### src/rtl/muldiv_unit.sv
// Iterative RV64M-style multiply/divide unit: one shift-add or restoring shift-subtract step per cycle.
// Build option MULDIV_SIGNED_EN enables MULH/MULHSU/DIV/REM; otherwise they complete at once flagged illegal.
module muldiv_unit #(
    parameter int xlen = 64
) (
    input  logic            clk,
    input  logic            rstn,
    input  logic            start,
    input  logic [2:0]      funct3,
    input  logic [xlen-1:0] rs1_data,
    input  logic [xlen-1:0] rs2_data,
    input  logic [4:0]      rd,
    output logic            busy,
    output logic            done,
    output logic [4:0]      rd_out,
    output logic [xlen-1:0] rd_data,
    output logic            write_en,
    output logic            illegal
);
    localparam int            CW   = $clog2(xlen + 1);
    localparam logic [CW-1:0] LAST = CW'(xlen);

    typedef enum logic [1:0] {IDLE, MUL, DIV, DONE} state_t;

    state_t          state_q, state_d;
    logic [CW-1:0]   cnt_q, cnt_d;
    logic [1:0]      op_q, op_d;
    logic [4:0]      rd_q, rd_d;
    logic [xlen-1:0] opnd_q, opnd_d;
    logic [xlen-1:0] hi_q, hi_d;
    logic [xlen-1:0] lo_q, lo_d;
    logic            busy_q, busy_d;
    logic            done_q, done_d;
    logic            write_en_q, write_en_d;
    logic            illegal_q, illegal_d;
    logic [4:0]      rd_out_q, rd_out_d;
    logic [xlen-1:0] rd_data_q, rd_data_d;

    logic              accept;
    logic              op_illegal;
    logic [xlen-1:0]   mag_a, mag_b;
    logic [2*xlen-1:0] prod_raw, prod_fix;
    logic [xlen-1:0]   quo_fix, rem_fix;
    logic [xlen:0]     mul_sum, rem_sh, rem_diff;

    assign accept   = (state_q == IDLE) && start;
    assign prod_raw = {hi_q, lo_q};

`ifdef MULDIV_SIGNED_EN
    // Signed ops run on magnitudes; the sign flags captured at start drive the final correction.
    logic neg_a_q, neg_a_d, neg_b_q, neg_b_d;
    logic start_neg_a, start_neg_b;

    always_comb begin
        start_neg_a = rs1_data[xlen-1] && (funct3 inside {3'b001, 3'b010, 3'b100, 3'b110});
        start_neg_b = rs2_data[xlen-1] && (funct3 inside {3'b001, 3'b100, 3'b110});
        neg_a_d     = accept ? start_neg_a : neg_a_q;
        neg_b_d     = accept ? start_neg_b : neg_b_q;
        mag_a       = start_neg_a ? -rs1_data : rs1_data;
        mag_b       = start_neg_b ? -rs2_data : rs2_data;
        prod_fix    = (neg_a_q ^ neg_b_q) ? -prod_raw : prod_raw;
        // A zero divisor yields all-ones regardless of the dividend sign.
        if (opnd_q == '0) begin
            quo_fix = '1;
        end else begin
            quo_fix = (neg_a_q ^ neg_b_q) ? -lo_q : lo_q;
        end
        rem_fix    = neg_a_q ? -hi_q : hi_q;
        op_illegal = 1'b0;
    end

    always_ff @(posedge clk) begin
        if (!rstn) begin
            neg_a_q <= 1'b0;
            neg_b_q <= 1'b0;
        end else begin
            neg_a_q <= neg_a_d;
            neg_b_q <= neg_b_d;
        end
    end
`else
    always_comb begin
        mag_a    = rs1_data;
        mag_b    = rs2_data;
        prod_fix = prod_raw;
        quo_fix  = lo_q;
        rem_fix  = hi_q;
        case (funct3)
            3'b001, 3'b010, 3'b100, 3'b110: op_illegal = 1'b1;
            default:                        op_illegal = 1'b0;
        endcase
    end
`endif

    always_comb begin
        state_d    = state_q;
        cnt_d      = cnt_q;
        op_d       = op_q;
        rd_d       = rd_q;
        opnd_d     = opnd_q;
        hi_d       = hi_q;
        lo_d       = lo_q;
        done_d     = 1'b0;
        write_en_d = 1'b0;
        illegal_d  = 1'b0;
        rd_out_d   = rd_out_q;
        rd_data_d  = rd_data_q;

        mul_sum  = {1'b0, hi_q} + (lo_q[0] ? {1'b0, opnd_q} : '0);
        rem_sh   = {hi_q, lo_q[xlen-1]};
        rem_diff = rem_sh - {1'b0, opnd_q};

        case (state_q)
            IDLE: begin
                if (start) begin
                    op_d  = funct3[1:0];
                    rd_d  = rd;
                    cnt_d = '0;
                    hi_d  = '0;
                    if (op_illegal) begin
                        state_d   = DONE;
                        done_d    = 1'b1;
                        illegal_d = 1'b1;
                        rd_out_d  = rd;
                        rd_data_d = '0;
                    end else if (!funct3[2]) begin
                        state_d = MUL;
                        opnd_d  = mag_a;
                        lo_d    = mag_b;
                    end else begin
                        state_d = DIV;
                        opnd_d  = mag_b;
                        lo_d    = mag_a;
                    end
                end
            end
            MUL: begin
                if (cnt_q == LAST) begin
                    state_d    = DONE;
                    done_d     = 1'b1;
                    write_en_d = (rd_q != 5'd0);
                    rd_out_d   = rd_q;
                    rd_data_d  = (op_q == 2'b00) ? prod_fix[xlen-1:0] : prod_fix[2*xlen-1:xlen];
                end else begin
                    hi_d  = mul_sum[xlen:1];
                    lo_d  = {mul_sum[0], lo_q[xlen-1:1]};
                    cnt_d = cnt_q + CW'(1);
                end
            end
            DIV: begin
                if (cnt_q == LAST) begin
                    state_d    = DONE;
                    done_d     = 1'b1;
                    write_en_d = (rd_q != 5'd0);
                    rd_out_d   = rd_q;
                    rd_data_d  = op_q[1] ? rem_fix : quo_fix;
                end else begin
                    // Borrow out of the trial subtraction means restore the shifted remainder.
                    hi_d  = rem_diff[xlen] ? rem_sh[xlen-1:0] : rem_diff[xlen-1:0];
                    lo_d  = {lo_q[xlen-2:0], ~rem_diff[xlen]};
                    cnt_d = cnt_q + CW'(1);
                end
            end
            DONE: state_d = IDLE;
            default: state_d = IDLE;
        endcase

        busy_d = (state_d != IDLE);
    end

    always_ff @(posedge clk) begin
        if (!rstn) begin
            state_q    <= IDLE;
            cnt_q      <= '0;
            op_q       <= '0;
            rd_q       <= '0;
            opnd_q     <= '0;
            hi_q       <= '0;
            lo_q       <= '0;
            busy_q     <= 1'b0;
            done_q     <= 1'b0;
            write_en_q <= 1'b0;
            illegal_q  <= 1'b0;
            rd_out_q   <= '0;
            rd_data_q  <= '0;
        end else begin
            state_q    <= state_d;
            cnt_q      <= cnt_d;
            op_q       <= op_d;
            rd_q       <= rd_d;
            opnd_q     <= opnd_d;
            hi_q       <= hi_d;
            lo_q       <= lo_d;
            busy_q     <= busy_d;
            done_q     <= done_d;
            write_en_q <= write_en_d;
            illegal_q  <= illegal_d;
            rd_out_q   <= rd_out_d;
            rd_data_q  <= rd_data_d;
        end
    end

    assign busy     = busy_q;
    assign done     = done_q;
    assign write_en = write_en_q;
    assign illegal  = illegal_q;
    assign rd_out   = rd_out_q;
    assign rd_data  = rd_data_q;
endmodule

### config.mk
export PLATFORM = sky130hd
export DESIGN_NAME = muldiv_unit
export DESIGN_NICKNAME = d
export VERILOG_FILES = /design/src/rtl/muldiv_unit.sv
export SDC_FILE = /design/constraint.sdc
export NUM_CORES = 1
export LEC_CHECK = 0
export ABC_AREA = 0
export CAP_MARGIN = 20
export CORE_MARGIN = 2
export CORE_UTILIZATION = 35
export DETAILED_ROUTE_END_ITERATION = 12
export PLACE_DENSITY = 0.61
export SLEW_MARGIN = 10
export SYNTH_ARGS = -nofsm -noshare
export SYNTH_HDL_FRONTEND = slang
export SYNTH_SLANG_ARGS = --single-unit
### constraint.sdc
create_clock -name clk -period 6.95 [get_ports clk]
set_input_delay 1.39 -clock clk [delete_from_list [all_inputs] [get_ports clk]]
set_output_delay 1.39 -clock clk [all_outputs]
set_load 0.1 [all_outputs]
==> flow_summary.toml, run 1 <==
[run_status]
status = "finished clean"

[yosys]
yosysUniqueCellTypes = 83
synth_top_area_share_pct = 25.39
synthCells = 2790
syn_nets = 3065
synth_edf_count = 0
ys_seq_area_share_pct = 25.39
avgSynthCellArea_um2 = 7.940
synth_top_cell_by_area = "dfxtp_1"
synthTopCellsByArea = "dfxtp_1, mux2i_1, ha_1, a21oi_1, nand2_1"
synth_ff_type = "dfxtp_1"
yosysWarnings = 0
syn_area_mm2 = 0.02215
ys_ff_latch = 281
synthArstFlopShare_pct = 0

[clock_network]
clock_path_buffers = 3
cts_resized = 0
clk_latency_ps = 560
cts_tree = "built"
root_buffer = "clkbuf_16"
cts.clk_slew.worst_paths_ps = 60
cts_setup_buffers = 0
h-tree-depth = 2
cts_buffers = 35
clock-sinks = 281
cts_hold_buffers = 0

[layout]
diodes = 0
num-nets-final = 3125
drive_gt1_share_pct = 4.277
syn_to_final_growth_pct = 16.90
final_common_cell = "nand2_1"
layout_common_cells = "nand2_1, dfxtp_1, a21oi_1"
final_util_pct = 41.20
stdcell_count = 3722

[routing]
route.antenna.remaining_nets = 0
wire_per_inst_um = 19.85
drt_iter0_drc = 1489
wl_um = 73870
vias = 21320
via_per_inst = 5.728
dr.pass1.iters = 5
drc = 0

[job]
max_cap_viol_count = 0

[placed_design]
hpwl_um = 55440
place_inst = 3659
port_buffers = 211
routabilityCongestion = 0.9462

[setup_path]
worstPathRequired_ps = 7360
path_class = "flip-flop to flip-flop"
critPathLaunchType = "flip-flop"
cp_max_fo = 51
r2r_cells = 14
endpoint_kind = "flip-flop"
r2r_setup_slack_ps = 2160
r2r-start = "lo_q[0]$_SDFFE_PN0P_"
endpoint = "hi_q[62]$_SDFFE_PN0P_"
arrival_ps = 5200
r2r_end = "hi_q[62]$_SDFFE_PN0P_"
critPathLaunch = "lo_q[0]$_SDFFE_PN0P_"

[sta]
drv_slew = 0
timing.fmax_mhz = 208.7
setup_viol = 0
hold_viol = 0
tightest_slew_ps = 1163
fin_skew_ps = 34.02
rsz0062_at_grt = "no"
finalSetupTns_ps = 0
final.min_clock_period_ps = 4792
period_share_pct = 68.96
relSlewSlack_pct = 22.22
hold_slack_ps = 463.3

[die]
core.rowCount = 92
initial_utilization_pct = 35.25
fp.dieW_um = 255.6
num_io_pins = 212
core_area_mm2 = 0.06285
dieArea_mm2 = 0.06532
dieHeight_um = 255.6

[grt]
antenna_found_initial = 0
grt_pass1_wl_um = 116800
overflow = 0
grt_usage_pct = 21.90
grt_pass1_vias = 20190
grt_max_degree = 133

[power_and_ir_drop]
pwr-share-clk_pct = 37.7
combPwrFrac_pct = 26.3
power_leakage_uw = 0.01077
internal_power_uw = 3366
swShare_pct = 34.17
vdd_drop_max_uv = 145.7
powerDensity_mw_per_mm2 = 197.5
seqPwrFrac_pct = 36.0
power.switching_uw = 1747

[min_path]
hold_path_class = "flip-flop to flip-flop"
==> how the worst min path moves through the flow <==
stage	slack, ps	from	end	cells after the start
global placement	450	rd_data[62]$_SDFFE_PN0P_	rd_data[62]$_SDFFE_PN0P_	2
finish	460	rd_data[49]$_SDFFE_PN0P_	rd_data[49]$_SDFFE_PN0P_	2
floorplan	450	op_q[0]$_SDFFE_PN0P_	op_q[0]$_SDFFE_PN0P_	2
CTS	470	rd_data[18]$_SDFFE_PN0P_	rd_data[18]$_SDFFE_PN0P_	2
detailed placement	460	rd_data[18]$_SDFFE_PN0P_	rd_data[18]$_SDFFE_PN0P_	2
global route	480	rd_data[51]$_SDFFE_PN0P_	rd_data[51]$_SDFFE_PN0P_	2
==> flip-flops by register name, indices dropped and copies added, names as in the netlist, 5 cells and up <==
signal and count:
cnt_q 7, hi_q 64, lo_q 64, opnd_q 64
rd_data 64, rd_out 5, rd_q 5
==> layout make-up <==
class                           instances  area, um^2
Sequential cell                       281        5625
Clock inverter                         17       221.5
Fill cell                            6515       36950
Inverter                              101       381.6
Tap cell                              846        1059
Multi-Input combinational cell       2196       15330
Timing Repair Buffer                  235        2295
Clock buffer                           46       988.4
==> stage by stage <==
step                      area [um^2]  total power, uW  worst slack (ps)
after floorplan                 22150             2779              3548
after global placement          24690             3193              2295
after detailed placement        24690             3197              2192
after CTS                       25900             5137              2236
after global routing            25900             5356              1654
final                           25900             5114              2158
==> critical path, cell delays in order, from the launching register on <==
cell,delay (ps)
dfxtp_1,640
buf_4,480
and2_1,240
ha_1,250
a211oi_1,250
o21ai_0,240
o21ai_0,540
nand3_1,190
a41oi_1,310
o21ai_1,180
a21oi_1,330
nor4_1,110
a2111oi_0,560
xor2_1,200
o221ai_1,120
==> per-layer routing <==
metal,wire length (um),GRT usage [%],up-vias
met3,4726,3.545,88
li1,-,-,10420
met2,32100,34.24,677
met4,1656,5.799,0
met5,0,0,-
met1,35390,31.11,10130
==> synth_stat cells (all sizes together), types with 6 or more instances <==
cell type	n
a211oi	79
a21boi	77
a21o	47
a21oi	229
a221oi	73
a222oi	6
a22o	68
a22oi	44
a31oi	13
and2	81
and3	12
buf	42
clkbuf	170
dfxtp	281
ha	134
inv	100
mux2i	181
nand2	305
nand2b	12
nand3	96
nand4	39
nor2	86
nor2b	80
nor3	27
nor4	8
o211a	67
o211ai	16
o21a	28
o21ai	150
o21bai	24
o221ai	9
o31ai	11
or2	7
or3	7
xnor2	74
xor2	49
==> power by group through the flow <==
stage               Sequential, uW  Clock (uW)  Combinational [uW]
floorplan                     1870           0                 908
global placement              1870           0                1320
detailed placement            1870           0                1320
CTS                           1840        1970                1330
global route                  1850        2030                1470
finish                        1840        1930                1340
==> logic make-up after synthesis <==
kind of cell             after synthesis  share of synthesized area (%)
buffers and inverters                313                          5.670
adder cells (fa/ha/maj)              136                          7.749
AO/OA/AOI/OAI                        978                          30.94
AND/OR/NAND/NOR                      775                          17.05
XOR/XNOR                             123                          4.863
flip-flops                           281                          25.39
multiplexers                         184                          8.331
(Power assumes the default switching activity.)
==> run 2, diff against run 1 <==
Clock period 6.95 ns to 5 ns, I/O delays scaled along.
==> flow_summary.toml, run 2 (synthesized netlist as in run 1, its figures left out) <==
[run_status]
status = "finished clean"

[routing]
wire_per_inst_um = 20.15
vias = 21550
via_per_inst = 5.764
drt_iter0_drc = 1692
wl_um = 75320
drc = 0
route.antenna.remaining_nets = 0
dr.pass1.iters = 6

[layout]
syn_to_final_growth_pct = 17.88
nFillCells = 6623
diodes = 0
final_util_pct = 41.55
final_common_cell = "nand2_1"
layout_common_cells = "nand2_1, dfxtp_1, a21oi_1"
multi_input_area_mm2 = 0.01533
drive_gt1_share_pct = 4.910
num-nets-final = 3140
seq_area_mm2 = 0.005625

[die]
dieArea_mm2 = 0.06532
num_io_pins = 212
initial_utilization_pct = 35.25
fp.dieW_um = 255.6
dieHeight_um = 255.6
core.rowCount = 92
core_area_mm2 = 0.06285

[placed_design]
port_buffers = 211
routabilityCongestion = 0.9485
pre_cts_ws_ps = 800.7
hpwl_um = 56930

[clock_network]
h-tree-depth = 2
cts.clk_slew.worst_paths_ps = 60
cts_buffers = 37
clock_path_buffers = 3
cts_resized = 0
cts_tree = "built"
cts_setup_buffers = 0
clock-sinks = 281
clk_latency_ps = 570
cts_hold_buffers = 0
root_buffer = "clkbuf_16"

[setup_path]
cp_slowest_cell = "o21ai_0"
cp.depth = 14
endpoint_kind = "flip-flop"
r2r-start = "lo_q[0]$_SDFFE_PN0P_"
path_class = "flip-flop to flip-flop"
crit_chain = "buf_4 > and2_1 > ha_1 > a211oi_1 > o21ai_0 > o21ai_0 > nand4b_1 > a31oi_1 > o21a_1 > o21ai_0 > a21boi_0 > xnor2_1 > a222oi_1 > o21ai_0"
critPathLaunchType = "flip-flop"
crit_top_cell = "o21ai_0"
r2r_setup_slack_ps = 680
r2r_end = "hi_q[40]$_SDFFE_PN0P_"
slowest_delay_ps = 540
arrival_ps = 4740
cp_top_family = "compound AO/OA/AOI/OAI gates"
worstPathRequired_ps = 5420
cp_max_fo = 34
r2r_cells = 14
cp_num_buf_inv = 1

[power_and_ir_drop]
pwr-share-clk_pct = 38.8
power_leakage_uw = 0.01088
seqPwrFrac_pct = 35.1
vdd_drop_max_uv = 180.3
powerDensity_mw_per_mm2 = 277.1
power.switching_uw = 2463
combPwrFrac_pct = 26.1
internal_power_uw = 4772
swShare_pct = 34.04

[grt]
grt_max_degree = 87
overflow = 0
antenna_found_initial = 0
grt_pass1_wl_um = 117900
grt_pass1_vias = 20360
grt_usage_pct = 22.17

[sta]
hold_viol = 0
finalSetupTns_ps = 0
tightest_slew_ps = 1081
timing.fmax_mhz = 231.5
rsz0062_at_grt = "no"
relSlewSlack_pct = 27.68
period_share_pct = 86.38
setup_slack_ps = 680.8
drv_slew = 0
fin_skew_ps = 26.11
setup_viol = 0
final.min_clock_period_ps = 4319

[min_path]
hp-start = "rd_data[16]$_SDFFE_PN0P_"
hold_path_class = "flip-flop to flip-flop"
min_path_cells = 2
min_delay_worst_endpoint = "rd_data[16]$_SDFFE_PN0P_"

[job]
max_cap_viol_count = 0
## run 2: metal layers
layer	track usage [%]	vias to the layer above	routed length [um]
li1	-	10440	-
met1	31.04	10320	35030
met2	35.30	702	33740
met3	3.317	91	4925
met4	6.075	0	1619
met5	0	-	0
## run 2: tightest hold or removal path, delay by kind of cell (launching register included)
kind | cells | cell delay, ps
AOI/OAI and AO/OA | 1 | 60
DFF | 1 | 300
and+or+nand+nor | 1 | 50
## run 2: power by group through the flow
stage                     clock network [uW]  registers [uW]  logic [uW]
after floorplan                            0            2600        1260
after global placement                     0            2580        1860
after detailed placement                   0            2590        1870
after CTS                               2870            2540        1880
after global routing                    2950            2560        2070
final                                   2800            2540        1890
## run 2: cell type report
| cell class | instances | area share [%] |
|---|---|---|
| multi-input cells | 2196 | 58.69 |
| flip-flops and latches | 281 | 21.54 |
| repair buffers | 248 | 9.400 |
| well taps | 846 | 4.053 |
| clock buffers | 43 | 3.785 |
| inverters | 101 | 1.461 |
| clock inverters | 23 | 1.068 |
## run 2: worst max-delay path by stage
stage / slack [ps] / to / startpoint
2_1_floorplan: 1600 / hi_q[62]$_SDFFE_PN0P_ / lo_q[0]$_SDFFE_PN0P_
3_3_place_gp: 890 / hi_q[60]$_SDFFE_PN0P_ / lo_q[0]$_SDFFE_PN0P_
3_5_place_dp: 800 / hi_q[63]$_SDFFE_PN0P_ / lo_q[63]$_SDFFE_PN0P_
4_1_cts: 750 / hi_q[40]$_SDFFE_PN0P_ / lo_q[0]$_SDFFE_PN0P_
5_1_grt: 220 / hi_q[62]$_SDFFE_PN0P_ / lo_q[0]$_SDFFE_PN0P_
6_report: 680 / hi_q[40]$_SDFFE_PN0P_ / lo_q[0]$_SDFFE_PN0P_
## run 2: per-stage QoR
stage	hold WS, ps	cell area, um^2	cells	power [uW]
after CTS	465.9	26120	3738	7281
final	461.3	26120	3738	7236
after global placement	451.2	24850	3672	4445
after detailed placement	457.7	24850	3672	4454
after floorplan	451.8	22150	2790	3862
after global routing	485.4	26120	3738	7582
==> run 3, diff against run 2 <==
Settings changed: TNS_END_PERCENT set to 5.
==> results of run 3 <==
Final layout, timing and power as in run 2 (identical DEF).
==> RTL edit: new RTL, flow settings as in run 1 <==
Set the parameter `xlen` to 32 (it was 64).
--- a/src/rtl/muldiv_unit.sv
+++ b/src/rtl/muldiv_unit.sv
@@ -2,5 +2,5 @@
 // Build option MULDIV_SIGNED_EN enables MULH/MULHSU/DIV/REM; otherwise they complete at once flagged illegal.
 module muldiv_unit #(
-    parameter int xlen = 64
+    parameter int xlen = 32
 ) (
     input  logic            clk,
Ports: changed (resized rd_data, rs1_data and rs2_data); port bits go from 212 to 116. No check against the original RTL was run, so the function may have changed too.
==> RTL edit against run 1 <==
- area after synthesis decreased by 49%
- sequential cell count decreased by 129
- setup slack improved by 0.52 ns
- sequential share of layout area increased by 1.2 points
- sequential power decreased by 46%
- core utilization increased by 0.89 points
- combinational power decreased by 40%
- largest power group unchanged
- wire length decreased by 53%
- critical endpoint is now hi_q[29]$_SDFFE_PN0P_
- design area decreased by 49%
- die area decreased by 49%
- first-iteration DRC count decreased by 50%
- fmax increased by 12%
- total power decreased by 45%
==> RTL edit: results <==
[detailed_routing]
wl_met3_um = 1966
vias = 10695
met2WireLength_um = 15490
wl_met1_um = 16090
post_drt_wl_per_cell_um = 18.24

[setup_path]
cp_max_fo = 19
rrSetupSlack_ns = 2.67
reg2regPathDepth = 13

[grt]
track_usage_pct = 20.41
grt_pass1_vias = 10141
use_met1_pct = 28.08
grt_max_degree = 79

[layout]
instances_no_fill = 1885
n_clock_buffer = 18
multi_input_cells = 1116
buf_share_pct = 9.720
clk_share_pct = 4.785
fin_nets = 1617
nNonClkInverters = 53
final_core_util_pct = 42.10
buffers = 130
sh_seq_area_pct = 22.91
drive_above_1_share_pct = 4.585
seq_cells = 152
n_fill_cell = 3162

[run_status]
status = "completed"

[power]
pwr-share-clk_pct = 36.0
pg_clk_mw = 1.01
pg_comb_uw = 798
p_int_mw = 1.846
cellLeakagePower_nw = 5.468

[place]
numPortBuffers = 115
gp_congestion = 0.8966
hpwl_um = 25090

[clocking]
h-tree-depth = 4
cts_buffer_depth = 2
clock_latency_ns = 0.44
numCtsBuffers = 17

[timing]
fin_worst_skew_ns = 0.009652
fmax_mhz = 233.8

[floorplanning]
fp.coreArea_mm2 = 0.03156

[logic_synthesis]
synth_commonest_cells = "nand2_1 (156), dfxtp_1 (152), a21oi_1 (109)"
synth_cells = 1417
synth_nets = 1564
yosysSeqAreaShare_pct = 27.12

[hold_path]
hold_path_end = "rd_data[22]$_SDFFE_PN0P_"
[RTL edit: logic make-up after synthesis]
| logic type | after synthesis | share of synthesized area (%) |
|---|---|---|
| DFF | 152 | 27.12 |
| buffers and inverters | 149 | 5.309 |
| AOI/OAI and AO/OA | 509 | 31.89 |
| and+or+nand+nor | 431 | 18.79 |
| adders and majority gates | 72 | 8.164 |
| muxes | 49 | 4.428 |
| xor gates and xnor gates | 55 | 4.294 |
[RTL edit: critical path, stage by stage (launching register included)]
cell and delay, ns:
dfxtp_1 0.71, buf_4 0.35, and2_1 0.17, ha_1 0.25
nor2b_1 0.17, o31a_1 0.30, a31oi_1 0.32, a21oi_1 0.25
o31ai_2 0.57, nor4b_2 0.33, o21ai_1 0.11, xor2_1 0.18
a22o_1 0.21, o31a_1 0.25
